## src/rtl/clk_div_bank.sv

```systemverilog
// clk_div_bank: NUM_CH independent programmable 50%-duty clock dividers with glitch-free divisor reload; `CLKDIV_SYNC_EN enables syncReq phase alignment
module clk_div_bank #(
  parameter int NUM_CH = 4,
  parameter int CNT_W = 16,
  parameter int DEFAULT_DIV = 1,
  localparam int CH_W = (NUM_CH > 1) ? $clog2(NUM_CH) : 1
) (
  input  logic              inClk,
  input  logic              inRstN,
  input  logic              cfgWr,
  input  logic [CH_W-1:0]   cfgCh,
  input  logic [CNT_W-1:0]  cfgDiv,
  input  logic              syncReq,
  output logic [NUM_CH-1:0] outClk,
  output logic [NUM_CH-1:0] outTick,
  output logic [NUM_CH-1:0] cfgPend
);
  logic sync_en;
`ifdef CLKDIV_SYNC_EN
  assign sync_en = syncReq;
`else
  logic unused_sync;
  assign unused_sync = syncReq;
  assign sync_en = 1'b0;
`endif
  for (genvar i = 0; i < NUM_CH; i++) begin : g_ch
    logic [CNT_W-1:0] act_q, act_d, pend_q, pend_d, cnt_q, cnt_d;
    logic pflag_q, pflag_d, clk_q, clk_d, tick_q, tick_d;
    logic wr_hit, run, at_end, apply;
    // Staged divisor applies only on a falling toggle, on a stopped channel, or on a sync, so no phase is ever shortened
    always_comb begin
      wr_hit = cfgWr && (cfgCh == CH_W'(i));
      run = act_q != '0;
      at_end = run && (cnt_q == act_q - CNT_W'(1));
      apply = pflag_q && (!run || sync_en || (at_end && clk_q));
      act_d = apply ? pend_q : act_q;
      pend_d = wr_hit ? cfgDiv : pend_q;
      pflag_d = wr_hit || (pflag_q && !apply);
      cnt_d = (run && !sync_en && !at_end) ? cnt_q + CNT_W'(1) : '0;
      clk_d = run && !sync_en && (at_end ? !clk_q : clk_q);
      tick_d = run && !sync_en && at_end && !clk_q;
    end
    // Channel state register; reset loads DEFAULT_DIV with the output parked low
    always_ff @(posedge inClk or negedge inRstN) begin
      if (!inRstN) begin
        act_q <= CNT_W'(DEFAULT_DIV);
        pend_q <= '0;
        cnt_q <= '0;
        pflag_q <= 1'b0;
        clk_q <= 1'b0;
        tick_q <= 1'b0;
      end else begin
        act_q <= act_d;
        pend_q <= pend_d;
        cnt_q <= cnt_d;
        pflag_q <= pflag_d;
        clk_q <= clk_d;
        tick_q <= tick_d;
      end
    end
    assign outClk[i] = clk_q;
    assign outTick[i] = tick_q;
    assign cfgPend[i] = pflag_q;
  end
endmodule

```

## config.mk

```make
export PLATFORM = sky130hd
export DESIGN_NAME = clk_div_bank
export DESIGN_NICKNAME = d
export VERILOG_FILES = /design/src/rtl/clk_div_bank.sv
export SDC_FILE = /design/constraint.sdc
export NUM_CORES = 1
export LEC_CHECK = 0
export CORE_MARGIN = 2
export CORE_UTILIZATION = 55
export CTS_CLUSTER_SIZE = 8
export DETAILED_ROUTE_END_ITERATION = 8
export PLACE_DENSITY = 0.73
export SLEW_MARGIN = 10
export SYNTH_ARGS = -nofsm -noshare
export SYNTH_HDL_FRONTEND = slang
export SYNTH_SLANG_ARGS = --single-unit
export TNS_END_PERCENT = 10
```

## constraint.sdc

```tcl
create_clock -name inClk -period 4.7 [get_ports inClk]
set_input_delay 0.47 -clock inClk [delete_from_list [all_inputs] [get_ports inClk]]
set_output_delay 0.47 -clock inClk [all_outputs]
set_load 0.1 [all_outputs]
```

; ---- After elaboration in Yosys (flattened, before gate mapping)
; Index checks and enable logic that the tools add are counted.
[word_totals]
output_inout_bits = 12
wordCells = 112
input_bits = 22
regBits = 204
[op_classes]
n_eq_ne = 7
n_mux = 8
n_reduce_logical = 65
addsub = 8
[op_table]
columns = op, count
row1 = "16-bit by 1-bit adder with 16-bit output, second input constant", 4
row2 = 16-bit == test, 4
row3 = 16-bit two-way mux, 4
row4 = 16-bit nonzero test, 4
row5 = "16-bit by 1-bit subtractor with 16-bit output, second input constant", 4
row6 = 1-bit logical AND, 36
row7 = 1-bit logical NOT, 16
row8 = 1-bit logical OR, 8
row9 = "2-bit == test, second input constant", 2
row10 = 1-bit two-way mux, 4
row11 = "2-bit by 1-bit == test with 1-bit output, second input constant", 1
row12 = 2-bit logical NOT, 1

; ---- Logic depth before layout (Yosys ltp)
[depth]
depth_word = 9
ltp_mapped = 14
mapped_depth_nobuf = 13

; ---- Least setup slack after synthesis
; No wires, ideal clock.
[synth_path]
kind = register -> register
from = reg g_ch[1].act_q[1]
to = reg g_ch[1].act_q[10]
required_ns = 4.575
path_buffers = 2
stages_incl_launch_ff = 15
slack_ns = 0.768
arrival_time_ns = 3.808
setup_time_ns = 0.125
cell_sequence = dfrtp_1 > inv_1 > ha_1 > buf_4 > or3b_1 > or4b_4 > mux2i_1 > a21bo_2 > a2111o_1 > or4_4 > nor2_1 > ha_1 > o21ai_1 > clkbuf_1 > mux2_2
[synth_between]
elab_chain_cells = 6
word_cells_on_any_way = 8
classes_between = add/sub: 1 / eq/ne: 1 / reduce/logical: 6
[synth_lines]
columns = item, line
row1 = "start, declared", 27  ; logic [CNT_W-1:0] act_q, act_d, pend_q, pend_d, cnt_q, cnt_d;
row2 = "start signal, assigned", 46  ; act_q <= CNT_W'(DEFAULT_DIV);
row3 = "start signal, assigned", 53  ; act_q <= act_d;
row4 = 16-bit by 1-bit subtractor with 16-bit output, 34  ; at_end = run && (cnt_q == act_q - CNT_W'(1));
row5 = 16-bit == test, 34
row6 = 1-bit logical AND, 34
row7 = 1-bit logical AND, 35  ; apply = pflag_q && (!run || sync_en || (at_end && clk_q));
row8 = 1-bit logical OR *, 35
row9 = 1-bit logical AND *, 35
; Mark *: on every way between the ends. The rest lies on a longest branch, timed or not.
; A chain may end at the register's enable or synchronous reset.

; ---- Worst setup path after layout
[layout_path]
from = reg g_ch[1].act_q[1]
to = reg g_ch[1].act_q[4]
; Same word-level chain as after synthesis.

==> impl_summary.log <==
[metrics] sequential group share of total power: 0.396
[metrics] Crit path max-delay family: simple AND/OR/NAND/NOR gates
[metrics] crit path capture type: flip-flop
[metrics] Synth Cell Area: ~10,000 um^2
[metrics] post-synthesis cell count: approximately 940
[metrics] global-route usage over all layers: 0.216
[metrics] CP max stage cell: or4b_4
[metrics] total negative setup slack: 0 ps
[metrics] cell seen most often among critical-path stages: ha_1
[metrics] count of flip-flops with a built-in enable after synthesis: 0
[metrics] area growth from synthesis to layout: 12.5%
[metrics] Worst R2R Setup Slack: 710 ps
[metrics] Critical Path Source Type: flip-flop
[metrics] # diodes: 0
[metrics] maximum level of the CTS H-tree: 1
[metrics] result of the run: finished, final reports clean
[metrics] Total Power Consumption: around 7300 uW
[metrics] Ports: 34
[metrics] R2R Path End: g_ch[1].act_q[4]$_DFFE_PN0P_
[metrics] antenna violations before repair: 0
[metrics] critical-path maximum fanout: 16
[metrics] routed vias: between 6k and 7k
[metrics] Setup violations, final: 0
[metrics] Fmax: approximately 0.25 GHz
[metrics] IR drop worst, VDD: about 0.00035 V
[metrics] relative max-transition margin: 0.346
[metrics] fin cells: 1,223
[metrics] Cell Pwr Density: a little over 600 nW/um^2
[metrics] internal power of the cells: around 4600 uW
[metrics] first-pass GRT wire length: 35.0 mm
[metrics] initial core utilization: 0.559
[metrics] crit path buf inv count: 2
[metrics] post-detailed-route via-to-cell ratio: 5.70
[metrics] CTS Hold Buffers Added: 0
[metrics] Worst Max-Slew Pin Slew: roughly 1000 ps
[metrics] Die X: approximately 140 um
[metrics] clock network latency to the later pin of the worst-skew pair: 550 ps
[metrics] # DRC: 0
[metrics] number of DRC violations after detailed-routing iteration 0: around 430
[metrics] number of global-route vias before repair: slightly below 7k
[metrics] Sinks on Clock Net: slightly above 200
[metrics] unrepaired setup endpoints after global routing: false
[metrics] Lkg Pwr: 0.00521 uW
[metrics] DRT antenna net count: 0
[metrics] syn avg cell area: approximately 11 um^2
[metrics] CP Data Required Time: approximately 5100 ps
[metrics] PostCTS Resize Cnt: 0
[metrics] most used flip-flop cell after synthesis: dfrtp_1
[metrics] Final #Nets: just over 1k
[metrics] #FFs+latches synth: 204
[metrics] clk buf depth: 3
[metrics] Hold Vio Cnt, Final: 0
[metrics] synthesis warning total: 0
[metrics] crit-path max cell delay: about 550 ps
[metrics] final cycle utilization of the critical path: 0.850
[metrics] synthesized net count: about 1,000
[metrics] clock transition at the register clock pins on the worst setup and hold paths after CTS: 50 ps
[metrics] post-synthesis sequential area ratio: 0.489
[metrics] Switching Power: about 2600 uW
[metrics] part of the total power dissipated in combinational logic: 0.339
[metrics] clock buffers created by TritonCTS: 29
[metrics] buffer cell driving the clock tree root: clkbuf_16
[metrics] number of max-cap violations: 0
[metrics] crit path DAT: between 4000 and 5000 ps
[metrics] critical-path cell list: inv_1, ha_1, or3b_1, or4b_4, mux2i_1, a21bo_2, a2111o_1, or4_4, nor2_1, ha_1, o21ai_1, buf_4, mux2_2
[metrics] clock share of power: 0.266
[metrics] Die Footprint: roughly 20,000 um^2
[metrics] routed len/inst: between 15 and 20 um
[metrics] switching part of the total power: 0.363
[metrics] maximum number of pins on one net before global-route repair: 116
[metrics] placed cell count: ~1.2k
[metrics] final weighted congestion in routability-driven placement: about 0.9
[metrics] Cell Rows: 50
[metrics] final worst clock skew: about 26 ps
[metrics] height of the die: between 100 and 150 um
[metrics] class of the worst hold path: input port to asynchronous set/reset pin
[metrics] setup repair bufs after CTS: 0
[metrics] area of the core region: around 19,000 um^2
[metrics] unique cell type count in the Yosys netlist: 64
[metrics] R2R Path Start: g_ch[1].act_q[1]$_DFFE_PN0P_
[metrics] depth of the worst register-to-register path: 13
[metrics] Post-synth ARST share: 1.00
[metrics] total wire length after detailed routing: 20.8 mm
[metrics] clock tree from TritonCTS: done
[metrics] WHS: 55.3 ps
[metrics] count of input and output buffers: 32
[metrics] WS Path Type: flip-flop to flip-flop
[metrics] DR pass1 iterations: 4
[metrics] DP HPWL: between 10 and 15 mm
[metrics] share of layout cells above drive strength 1: 0.187
[metrics] overflow left after global routing: 0
[metrics] Max Slew Vio Count: 0
[metrics] fin crit period: ~4000 ps
-- placed cells by master (no fill, tap or decap), types with 7 or more instances in the layout --
cell             Yosys  final
dfrtp_1            200    200
mux2_2             130    130
nor2_1              94     94
xor2_1              81     81
xnor2_1             58     58
nand3_1             46     46
nor3_1              40     40
nand2_1             32     32
clkdlybuf4s50_1      0     31
clkbuf_16            0     29
and3_1              21     21
clkbuf_1            30     21
nor4_1              18     18
ha_1                16     16
inv_1               14     14
o21ai_0             12     12
a21oi_1             12     12
nand4_1             11     11
buf_4               14      8
a31oi_1              7      7
-- worst max path at each step --
stage                     cells past startpoint  slack, ps                    startpoint                       endpoint
final                                        13        710  g_ch[1].act_q[1]$_DFFE_PN0P_   g_ch[1].act_q[4]$_DFFE_PN0P_
after CTS                                    13        690  g_ch[1].act_q[1]$_DFFE_PN0P_   g_ch[1].act_q[4]$_DFFE_PN0P_
after detailed placement                     13        720  g_ch[1].act_q[1]$_DFFE_PN0P_  g_ch[1].act_q[15]$_DFFE_PN0P_
after global placement                       13        770  g_ch[1].act_q[1]$_DFFE_PN0P_   g_ch[1].act_q[9]$_DFFE_PN0P_
after floorplan                              14        770  g_ch[1].act_q[1]$_DFFE_PN0P_  g_ch[1].act_q[10]$_DFFE_PN0P_
after global routing                         13        550  g_ch[1].act_q[1]$_DFFE_PN0P_   g_ch[1].act_q[4]$_DFFE_PN0P_
-- synth_stat cells (all sizes together), types with 6 or more instances --
| master | count | area share |
|---|---|---|
| a21oi | 12 | 0.0057 |
| a31oi | 7 | 0.0042 |
| and3 | 21 | 0.013 |
| buf | 18 | 0.012 |
| clkbuf | 30 | 0.011 |
| dfrtp | 200 | 0.48 |
| ha | 16 | 0.019 |
| inv | 14 | 0.0050 |
| mux2 | 130 | 0.14 |
| nand2 | 32 | 0.011 |
| nand2b | 6 | 0.0036 |
| nand3 | 46 | 0.022 |
| nand4 | 11 | 0.0066 |
| nand4b | 6 | 0.0050 |
| nor2 | 94 | 0.034 |
| nor2b | 6 | 0.0036 |
| nor3 | 40 | 0.019 |
| nor3b | 7 | 0.0050 |
| nor4 | 18 | 0.011 |
| o21ai | 16 | 0.0077 |
| or4 | 7 | 0.0054 |
| xnor2 | 58 | 0.049 |
| xor2 | 81 | 0.068 |
-- worst register-to-register path: cells and delay by family, from the launching register on --
kind | cells | cell delay (ps)
multiplexers | 2 | 440
AO/OA/AOI/OAI | 3 | 750
AND/OR/NAND/NOR | 4 | 1520
flip-flops | 1 | 410
adder cells (fa/ha/maj) | 2 | 470
buffers and inverters | 2 | 300
-- per-stage QoR --
| stage | area (um^2) | utilization | setup WS (ps) |
|---|---|---|---|
| after detailed placement | 10900 | 0.584 | 717 |
| after CTS | 11800 | 0.629 | 687 |
| after global routing | 11800 | 0.629 | 548 |
| final | 11800 | 0.629 | 705 |
| after floorplan | 10500 | - | 768 |
| after global placement | 10900 | 0.584 | 772 |
-- logic make-up after synthesis --
| logic type | count (synthesis) | synth area share |
|---|---|---|
| xor gates and xnor gates | 139 | 0.116 |
| buffers and inverters | 62 | 0.0282 |
| and+or+nand+nor | 320 | 0.158 |
| muxes | 135 | 0.145 |
| AOI/OAI and AO/OA | 68 | 0.0455 |
| adders and majority gates | 16 | 0.0191 |
| DFF | 204 | 0.489 |
-- sequential cells by signal, summed over array words and instances (netlist names) --
| signal | flops |
|---|---|
| g_ch.act_q | 64 |
| g_ch.clk_q | 4 |
| g_ch.cnt_q | 64 |
| g_ch.pend_q | 64 |
| g_ch.pflag_q | 4 |
| g_ch.tick_q | 4 |
-- power groups by stage --
stage | Combinational [uW] | Clock [uW] | Sequential (uW)
6_report | 2460 | 1930 | 2870
5_1_grt | 2720 | 2070 | 2960
4_1_cts | 2460 | 1980 | 2870
3_5_place_dp | 2440 | 0 | 2890
3_3_place_gp | 2370 | 0 | 2880
2_1_floorplan | 2170 | 0 | 2630
-- layout make-up --
cell class	count	area [um^2]
Inverter	14	52.6
Timing Repair Buffer	41	404
Clock buffer	50	805
Multi-Input combinational cell	678	5060
Clock inverter	2	38.8
Tap cell	234	293
Sequential cell	204	5110
Fill cell	1517	6940
-- per-layer routing --
metal  track usage  vias to the layer above  wire [um]  share of wire
met5             0                        -          0              0
met4        0.0553                        0        329          0.016
met3        0.0375                       26        881          0.042
met2         0.353                       90       9910           0.48
met1         0.301                     3480       9680           0.47
li1              -                     3371          -              -
No activity file was read; power rests on OpenSTA's default activity.
